`src/rtl/uart_tx_fifo.sv`:
```
// UART transmitter with a word FIFO in front of the serialiser.
// Frame: start, DATA_WIDTH bits LSB-first, optional parity, 1 or 2 stops.
module uart_tx_fifo #(
  parameter int DATA_WIDTH = 20,
  parameter int FIFO_DEPTH = 4,
  parameter int DIV_WIDTH  = 16
) (
  input  logic                          clock,
  input  logic                          reset,
  input  logic                          wr_valid,
  output logic                          wr_ready,
  input  logic [DATA_WIDTH-1:0]         wr_data,
  input  logic [DIV_WIDTH-1:0]          baud_div,
  input  logic [1:0]                    parity_mode,
  input  logic                          two_stop,
  output logic                          serial_out,
  output logic                          busy,
  output logic [$clog2(FIFO_DEPTH):0]   fifo_count
);

  localparam int AW = $clog2(FIFO_DEPTH);
  localparam int CW = AW + 1;
  localparam int BW = $clog2(DATA_WIDTH + 1);

  typedef enum logic [2:0] {
    IDLE, START, DATA, PARITY, STOP
  } state_e;

  logic [DATA_WIDTH-1:0] mem_q [FIFO_DEPTH];
  logic [CW-1:0]         wptr_q, rptr_q;
  logic                  empty, full, push, pop;

  state_e                state_q;
  logic [DATA_WIDTH-1:0] shift_q;
  logic                  par_q;
  logic [BW-1:0]         bitcnt_q;
  logic [DIV_WIDTH-1:0]  baud_q, div_q;
  logic [1:0]            pmode_q;
  logic                  two_q;
  logic                  so_q;
  logic                  line_d;
  logic                  bit_end;

  assign empty = (wptr_q == rptr_q);
  assign full  = (wptr_q[AW] != rptr_q[AW]) &&
                 (wptr_q[AW-1:0] == rptr_q[AW-1:0]);
  assign push  = wr_valid && !full;
  assign pop   = (state_q == IDLE) && !empty;

  assign wr_ready   = !full;
  assign fifo_count = wptr_q - rptr_q;
  assign busy       = (state_q != IDLE) || !empty;
  assign serial_out = so_q;
  assign bit_end    = (baud_q == div_q);

  always_ff @(posedge clock) begin
    if (push) mem_q[wptr_q[AW-1:0]] <= wr_data;
  end

  always_ff @(posedge clock or posedge reset) begin
    if (reset) wptr_q <= '0;
    else if (push) wptr_q <= wptr_q + CW'(1);
  end

  // Line level for the bit currently being held; registered below.
  always_comb begin
    line_d = 1'b1;
    unique case (state_q)
      START:   line_d = 1'b0;
      DATA:    line_d = shift_q[0];
      PARITY:  line_d = par_q ^ pmode_q[1];
      default: line_d = 1'b1;
    endcase
  end

  always_ff @(posedge clock or posedge reset) begin
    if (reset) begin
      state_q  <= IDLE;
      shift_q  <= '0;
      par_q    <= 1'b0;
      bitcnt_q <= '0;
      baud_q   <= '0;
      div_q    <= '0;
      pmode_q  <= '0;
      two_q    <= 1'b0;
      so_q     <= 1'b1;
      rptr_q   <= '0;
    end else begin
      so_q <= line_d;
      unique case (state_q)
        IDLE: begin
          if (pop) begin
            shift_q  <= mem_q[rptr_q[AW-1:0]];
            rptr_q   <= rptr_q + CW'(1);
            div_q    <= baud_div;
            pmode_q  <= parity_mode;
            two_q    <= two_stop;
            par_q    <= 1'b0;
            bitcnt_q <= '0;
            baud_q   <= '0;
            state_q  <= START;
          end
        end
        START: begin
          if (bit_end) begin
            baud_q  <= '0;
            state_q <= DATA;
          end else begin
            baud_q <= baud_q + DIV_WIDTH'(1);
          end
        end
        DATA: begin
          if (bit_end) begin
            baud_q  <= '0;
            par_q   <= par_q ^ shift_q[0];
            shift_q <= shift_q >> 1;
            if (bitcnt_q == BW'(DATA_WIDTH - 1)) begin
              bitcnt_q <= '0;
              state_q  <= (^pmode_q) ? PARITY : STOP;
            end else begin
              bitcnt_q <= bitcnt_q + BW'(1);
            end
          end else begin
            baud_q <= baud_q + DIV_WIDTH'(1);
          end
        end
        PARITY: begin
          if (bit_end) begin
            baud_q  <= '0;
            state_q <= STOP;
          end else begin
            baud_q <= baud_q + DIV_WIDTH'(1);
          end
        end
        STOP: begin
          if (bit_end) begin
            baud_q <= '0;
            if (two_q && bitcnt_q == '0) begin
              bitcnt_q <= BW'(1);
            end else begin
              bitcnt_q <= '0;
              state_q  <= IDLE;
            end
          end else begin
            baud_q <= baud_q + DIV_WIDTH'(1);
          end
        end
        default: state_q <= IDLE;
      endcase
    end
  end

endmodule

```
`config.mk`:
```
export PLATFORM = sky130hd
export DESIGN_NAME = uart_tx_fifo
export DESIGN_NICKNAME = d
export VERILOG_FILES = /design/src/rtl/uart_tx_fifo.sv
export SDC_FILE = /design/constraint.sdc
export NUM_CORES = 1
export LEC_CHECK = 0
export ABC_CLOCK_PERIOD_IN_PS = 3000
export BUFFER_PORTS_ARGS = -buffer_cell sky130_fd_sc_hd__buf_4
export CAP_MARGIN = 10
export CORE_UTILIZATION = 45
export CTS_CLUSTER_DIAMETER = 50
export DETAILED_ROUTE_END_ITERATION = 12
export GPL_ROUTABILITY_DRIVEN = 1
export MAX_ROUTING_LAYER = met4
export SYNTH_ARGS = -nofsm -noshare
export SYNTH_HDL_FRONTEND = slang
export SYNTH_SLANG_ARGS = --single-unit
```
`constraint.sdc`:
```
create_clock -name clock -period 3 [get_ports clock]
set_clock_uncertainty 0.1 [all_clocks]
set_input_delay 0.15 -clock clock [delete_from_list [all_inputs] [get_ports clock]]
set_output_delay 0.15 -clock clock [all_outputs]
set_load 0.02 [all_outputs]
```
## Yosys cells after proc, flatten, opt, wreduce, memory -nomap -nowiden

Memory sizes are Yosys's and may differ from the RTL's.
Cells that the tools add are included.

| word-level totals | value |
|---|---|
| flip-flop bits (word level) | 71 |
| bits in writable memories | 80 |
| input bits | 42 |
| output and inout port bits | 6 |
| memories kept | 1 |

Memory list:

| memory | depth | bits a word | rd ports | clocked after Yosys merged registers in | write ports | RTL line | RTL |
|---|---|---|---|---|---|---|---|
| mem_q | 4 | 20 | 1 | 0 | 1 | 29 | `logic [DATA_WIDTH-1:0] mem_q [FIFO_DEPTH];` |

| cells by class | value |
|---|---|
| $add $sub $neg | 5 |
| eq/ne operators | 16 |
| multiplexer cells | 27 |
| bitwise operators | 2 |
| reductions and logical operators | 20 |

Operators by type and width:

| kind | count |
|---|---|
| 20-bit two-way mux | 2 |
| 20-bit one-hot mux with 2 select lines | 1 |
| 16-bit two-way mux | 2 |
| 16-bit one-hot mux with 2 select lines | 1 |
| 3-bit two-way mux | 8 |
| 5-bit two-way mux | 4 |
| 16-bit by 1-bit adder with 16-bit output (second input constant) | 1 |
| 16-bit == test | 1 |
| 3-bit one-hot mux with 5 select lines | 1 |
| 5-bit one-hot mux with 3 select lines | 1 |
| 2-bit inequality test (second input constant) | 7 |
| 7-bit AND reduction | 1 |
| 3-bit by 1-bit adder with 3-bit output (second input constant) | 2 |
| 3-bit by 2-bit == test with 1-bit output (second input constant) | 2 |
| 3-bit nonzero test | 2 |
| 5-bit by 1-bit adder with 5-bit output (second input constant) | 1 |
| 5-bit == test (second input constant) | 1 |
| 5-bit logical NOT | 1 |
| 1-bit two-way mux | 5 |
| 1-bit logical AND | 4 |
| 2-bit AND reduction | 2 |
| 4-bit AND reduction | 1 |
| 2-bit nonzero test | 2 |
| 4-bit OR reduction | 1 |
| 14 further kinds | 16 |

## Longest topological paths before layout

| logic depth | value |
|---|---|
| depth after elaboration | 6 |
| mapped depth | 10 |
| depth with buffers taken out | 7 |

## Least setup slack after synthesis

OpenSTA, ideal clock, no wires.

| path | value |
|---|---|
| path type | register -> register |
| start | register rptr_q[1] |
| end | memory mem_q[3][0] (enable) |
| library setup time | 0.380 ns |
| arrival | 2.042 ns |
| data required time | 2.520 ns |
| setup slack | 0.478 ns |
| stages on the path, launching flop included | 6 |
| buffers on the path | 1 |
| cell sequence | dfrtp_1 clkbuf_1 inv_1 ha_1 nand3_1 and3_1 |

| on the way | value |
|---|---|
| cells in the longest elaborated chain, start to end | 6 |

Ends and longest elaborated chain:

| item | RTL line | RTL |
|---|---|---|
| from (decl) | 30 | `logic [CW-1:0] wptr_q, rptr_q;` |
| from (signal assigned) | 94 | `rptr_q <= rptr_q + CW'(1);` |
| 2-bit == test | 46 | `(wptr_q[AW-1:0] == rptr_q[AW-1:0]);` |
| 1-bit logical AND | 45 | `assign full = (wptr_q[AW] != rptr_q[AW]) &&` |
| 1-bit logical NOT | -- |  |
| named net wr_ready | 11 | `output logic wr_ready,` |
| 1-bit logical AND | 47 | `assign push = wr_valid && !full;` |
| 1-bit two-way mux | 57 | `if (push) mem_q[wptr_q[AW-1:0]] <= wr_data;` |
| 1-bit two-way mux (not written as such) | 57 |  |
| to (decl) | 29 |  |

The timed path passes the listed nets, and every way through them passes these cells.

## Worst setup path after layout

| path | value |
|---|---|
| start | register wptr_q[0] |
| end | register shift_q[1] |

| on the way | value |
|---|---|
| cells in the longest elaborated chain, start to end | 5 |

Ends and longest elaborated chain:

| item | RTL line | RTL |
|---|---|---|
| from (decl) | 30 |  |
| from (signal assigned) | 62 | `else if (push) wptr_q <= wptr_q + CW'(1);` |
| 3-bit == test | 44 | `assign empty = (wptr_q == rptr_q);` |
| 1-bit logical NOT | 48 | `assign pop = (state_q == IDLE) && !empty;` |
| 1-bit logical AND | 48 |  |
| 2-bit inequality test (no line) | -- |  |
| 3-bit AND reduction (no line) | -- |  |
| to (signal assigned) | 93 | `shift_q <= mem_q[rptr_q[AW-1:0]];` |
| to (signal assigned) | 116 | `shift_q <= shift_q >> 1;` |
| to (decl) | 34 | `logic [DATA_WIDTH-1:0] shift_q;` |

Every way passes these cells.
A chain may end at the register's enable or synchronous reset.

==> run metrics <==
Inst Count DP=707; Worst setup SP type=register; reg2reg end=shift_q[1]; vias per cell=between 5 and 6; final hold vios=0; FF-to-FF Start=wptr_q[0]; # IOs=48; P per Cell Area=~670 nW/um2; maximum level of the CTS H-tree=4; Final Instance Area=approximately 8000 um2; Max clock buf depth=2; max_slew headroom=40.87%; Crit Path Max Fanout=20; Worst R2R Setup Slack=around 0.34 ns; via count=roughly 4200; Setup WS pre-CTS=between 0.3 and 0.4 ns; async set or reset register ratio after synthesis=between 40% and 50%; initial antenna violation count=0; Netlist cell types=between 60 and 70; synthesized flop and latch total=151; largest net degree at the start of global routing=about 70; Area Overhead vs Synth=22.38%; fillcell total=~1200; HPWL Detailed=8.070 mm; Ys Warns=0; Nets=635; MaxCap Viol Count=0; type of the tightest min-delay check=input port to register; first-pass GRT wire length=21.89 mm; Worst Tran Pin Value=slightly below 0.9 ns; cell count after synthesis=~490; number of synthesized flops with an enable pin=80; Max Slew Vio Count=0; Comb power frac=14.8%; GP Congestion=slightly above 0.8; die extent in x=around 120 um; drt wl/cell=~17 um; Clk pwr share=between 30% and 40%; die area=~15000 um2; P_leak=between 3 and 4 nW; critical path cell sequence=inv_1 -> ha_1 -> nand2_1 -> nor2_2 -> or2_1 -> o21ai_2 -> buf_4 -> o221a_2; min-delay src=wr_valid; TritonCTS clock tree=yes; total setup buffers inserted after CTS=0; Top FF cell, synth=edfxtp_1; Final Critical Period=2.655 ns; post-cts resize count=0; clk slew on worst S/H paths=about 0.06 ns; grt ovf=0; # diodes=0; GRT Total Usage=a little under a fifth; cell-internal power=roughly 4.0 mW; vias in the first global route=around 4300; Hold Buf Count CTS=40; Synth Net Count=~540; Antenna Nets Post-Route=0; setup ws final=around 0.34 ns; CTS Sinks=about 150; peak supply drop=0.5841 mV; Setup crit start=wptr_q[0]; RSZ-0062 raised after global routing=false; Fin Hold WS=between 0.01 and 0.015 ns; critical path arrival=~2.9 ns; FP Rows=44; Switching Power=around 1.5 mW; synthesized area per cell=approximately 14 um2; proportion of layout cells with a drive suffix above 1=between 20 and 25%; run status=completed; die height=124.2 um; Post-Route WL=about 13 mm; crit-path leading delay family=simple AND/OR/NAND/NOR gates; R2R depth=8; CP max-delay cell=or2_1; Net Sw Frac=27.16%; CORE AREA=~15000 um2; Root Buffer=clkbuf_16; Final Power=5.470 mW; hold endpoint=wptr_q[0]; sequential area share after synthesis=between 60% and 70%; IO buf count=between 40 and 50; Starting Density=46.24%; Crit Path Category=register to register; achievable frequency=~380 MHz; Reg power frac=~48%; CTS Buf Count=17; clk_lat worst skew=approximately 0.42 ns; Post-DP Area=7257 um2; slowest stage delay, CP=~0.5 ns; utilization after layout=between 50 and 60%; Hold Path Stages=3; Post-Syn Area=~6700 um2; critical path required time=between 3 and 4 ns; Post-Layout Cell Count=between 700 and 800; worst path bufs/invs=2; crit share post-route=between 80 and 90%; Setup violations, final=0; # DRC=0; Initial DRC Count=around 360; critical path endpoint category=register; setup tns final=0 ns; DR pass1 iterations=4
-- cells by family after synthesis --
logic type               Yosys count  share of synthesized area (%)
AO/OA/AOI/OAI                     60                          8.024
XOR/XNOR                          37                          4.934
adder cells (fa/ha/maj)           11                          2.160
buffers and inverters             39                          2.979
flip-flops                       151                          62.20
multiplexers                      22                          7.075
AND/OR/NAND/NOR                  168                          12.62
-- power groups by stage --
stage	Clock (mW)	Combinational, mW	Sequential, mW
CTS	2.08	0.829	2.62
finish	2.05	0.808	2.62
detailed placement	0	0.783	2.66
global placement	0	0.771	2.64
global route	2.18	0.893	2.64
floorplan	0	0.520	2.61
-- worst max path at each step --
stage,endpoint,cells after the start
finish,shift_q[1],8
floorplan,mem_q[3][0],5
detailed placement,shift_q[13],8
global placement,bitcnt_q[2],5
CTS,shift_q[1],8
global route,shift_q[8],8
-- cell usage after synthesis, types with 10 or more instances --
| library cell | count | area share (%) |
|---|---|---|
| edfxtp_1 | 80 | 36 |
| nor2_1 | 19 | 1.1 |
| o221a_2 | 18 | 3.0 |
| or3_1 | 23 | 2.1 |
| ha_1 | 10 | 1.9 |
| xor2_1 | 31 | 4.0 |
| dfrtp_1 | 70 | 26 |
| mux4_2 | 20 | 6.7 |
| nand2_1 | 73 | 4.1 |
| nand3_1 | 11 | 0.82 |
| clkbuf_1 | 11 | 0.61 |
| inv_1 | 13 | 0.73 |
-- worst min-delay path, stage by stage --
cell	delay (ns)
buf_4	0.09
and2_1	0.16
xnor2_1	0.08
-- cell usage in the layout, fill, tap and decap left out, types with 3 or more instances in the layout --
| cell | n |
|---|---|
| mux4_2 | 20 |
| nor2_1 | 19 |
| xnor2_1 | 5 |
| nor3_1 | 3 |
| dlygate4sd3_1 | 40 |
| and3_1 | 6 |
| a21oi_1 | 3 |
| o21ai_0 | 9 |
| nand2_1 | 73 |
| inv_8 | 3 |
| buf_4 | 61 |
| nor4_1 | 3 |
| clkinvlp_4 | 3 |
| nand3_1 | 11 |
| dfrtp_1 | 70 |
| nand2b_1 | 3 |
| edfxtp_1 | 80 |
| xor2_1 | 31 |
| and4_1 | 4 |
| inv_1 | 12 |
| or3_1 | 23 |
| nand4_1 | 7 |
| o221a_2 | 18 |
| ha_1 | 10 |
| clkbuf_16 | 17 |
| clkinv_1 | 3 |
| a31oi_1 | 4 |
| inv_6 | 3 |
-- registers in the layout, summed over array words and instances, names as in the netlist --
| register | cells |
|---|---|
| shift_q | 20 |
| wptr_q | 3 |
| two_q | 1 |
| bitcnt_q | 5 |
| rptr_q | 3 |
| mem_q | 80 |
| serial_out | 1 |
| div_q | 16 |
| pmode_q | 2 |
| par_q | 1 |
| baud_q | 16 |
| state_q | 3 |
-- per-layer routing --
metal / global-route usage, % / part of all wire, %
met1: 24.25 / 46
met5: - / 0
met2: 29.80 / 50
met4: 5.599 / 0.99
met3: 4.828 / 3.3
-- final cells by class --
cell class | instances | area (um2) | area share, %
multi-input combinational | 298 | 2340 | 28.45
inverter | 13 | 48.80 | 0.5933
clock inverter | 15 | 141.4 | 1.719
sequential | 151 | 4180 | 50.83
tap | 184 | 230.2 | 2.799
timing repair buffer | 101 | 858.3 | 10.44
clock buffer | 17 | 425.4 | 5.173
No activity file was read; power rests on OpenSTA's default activity.
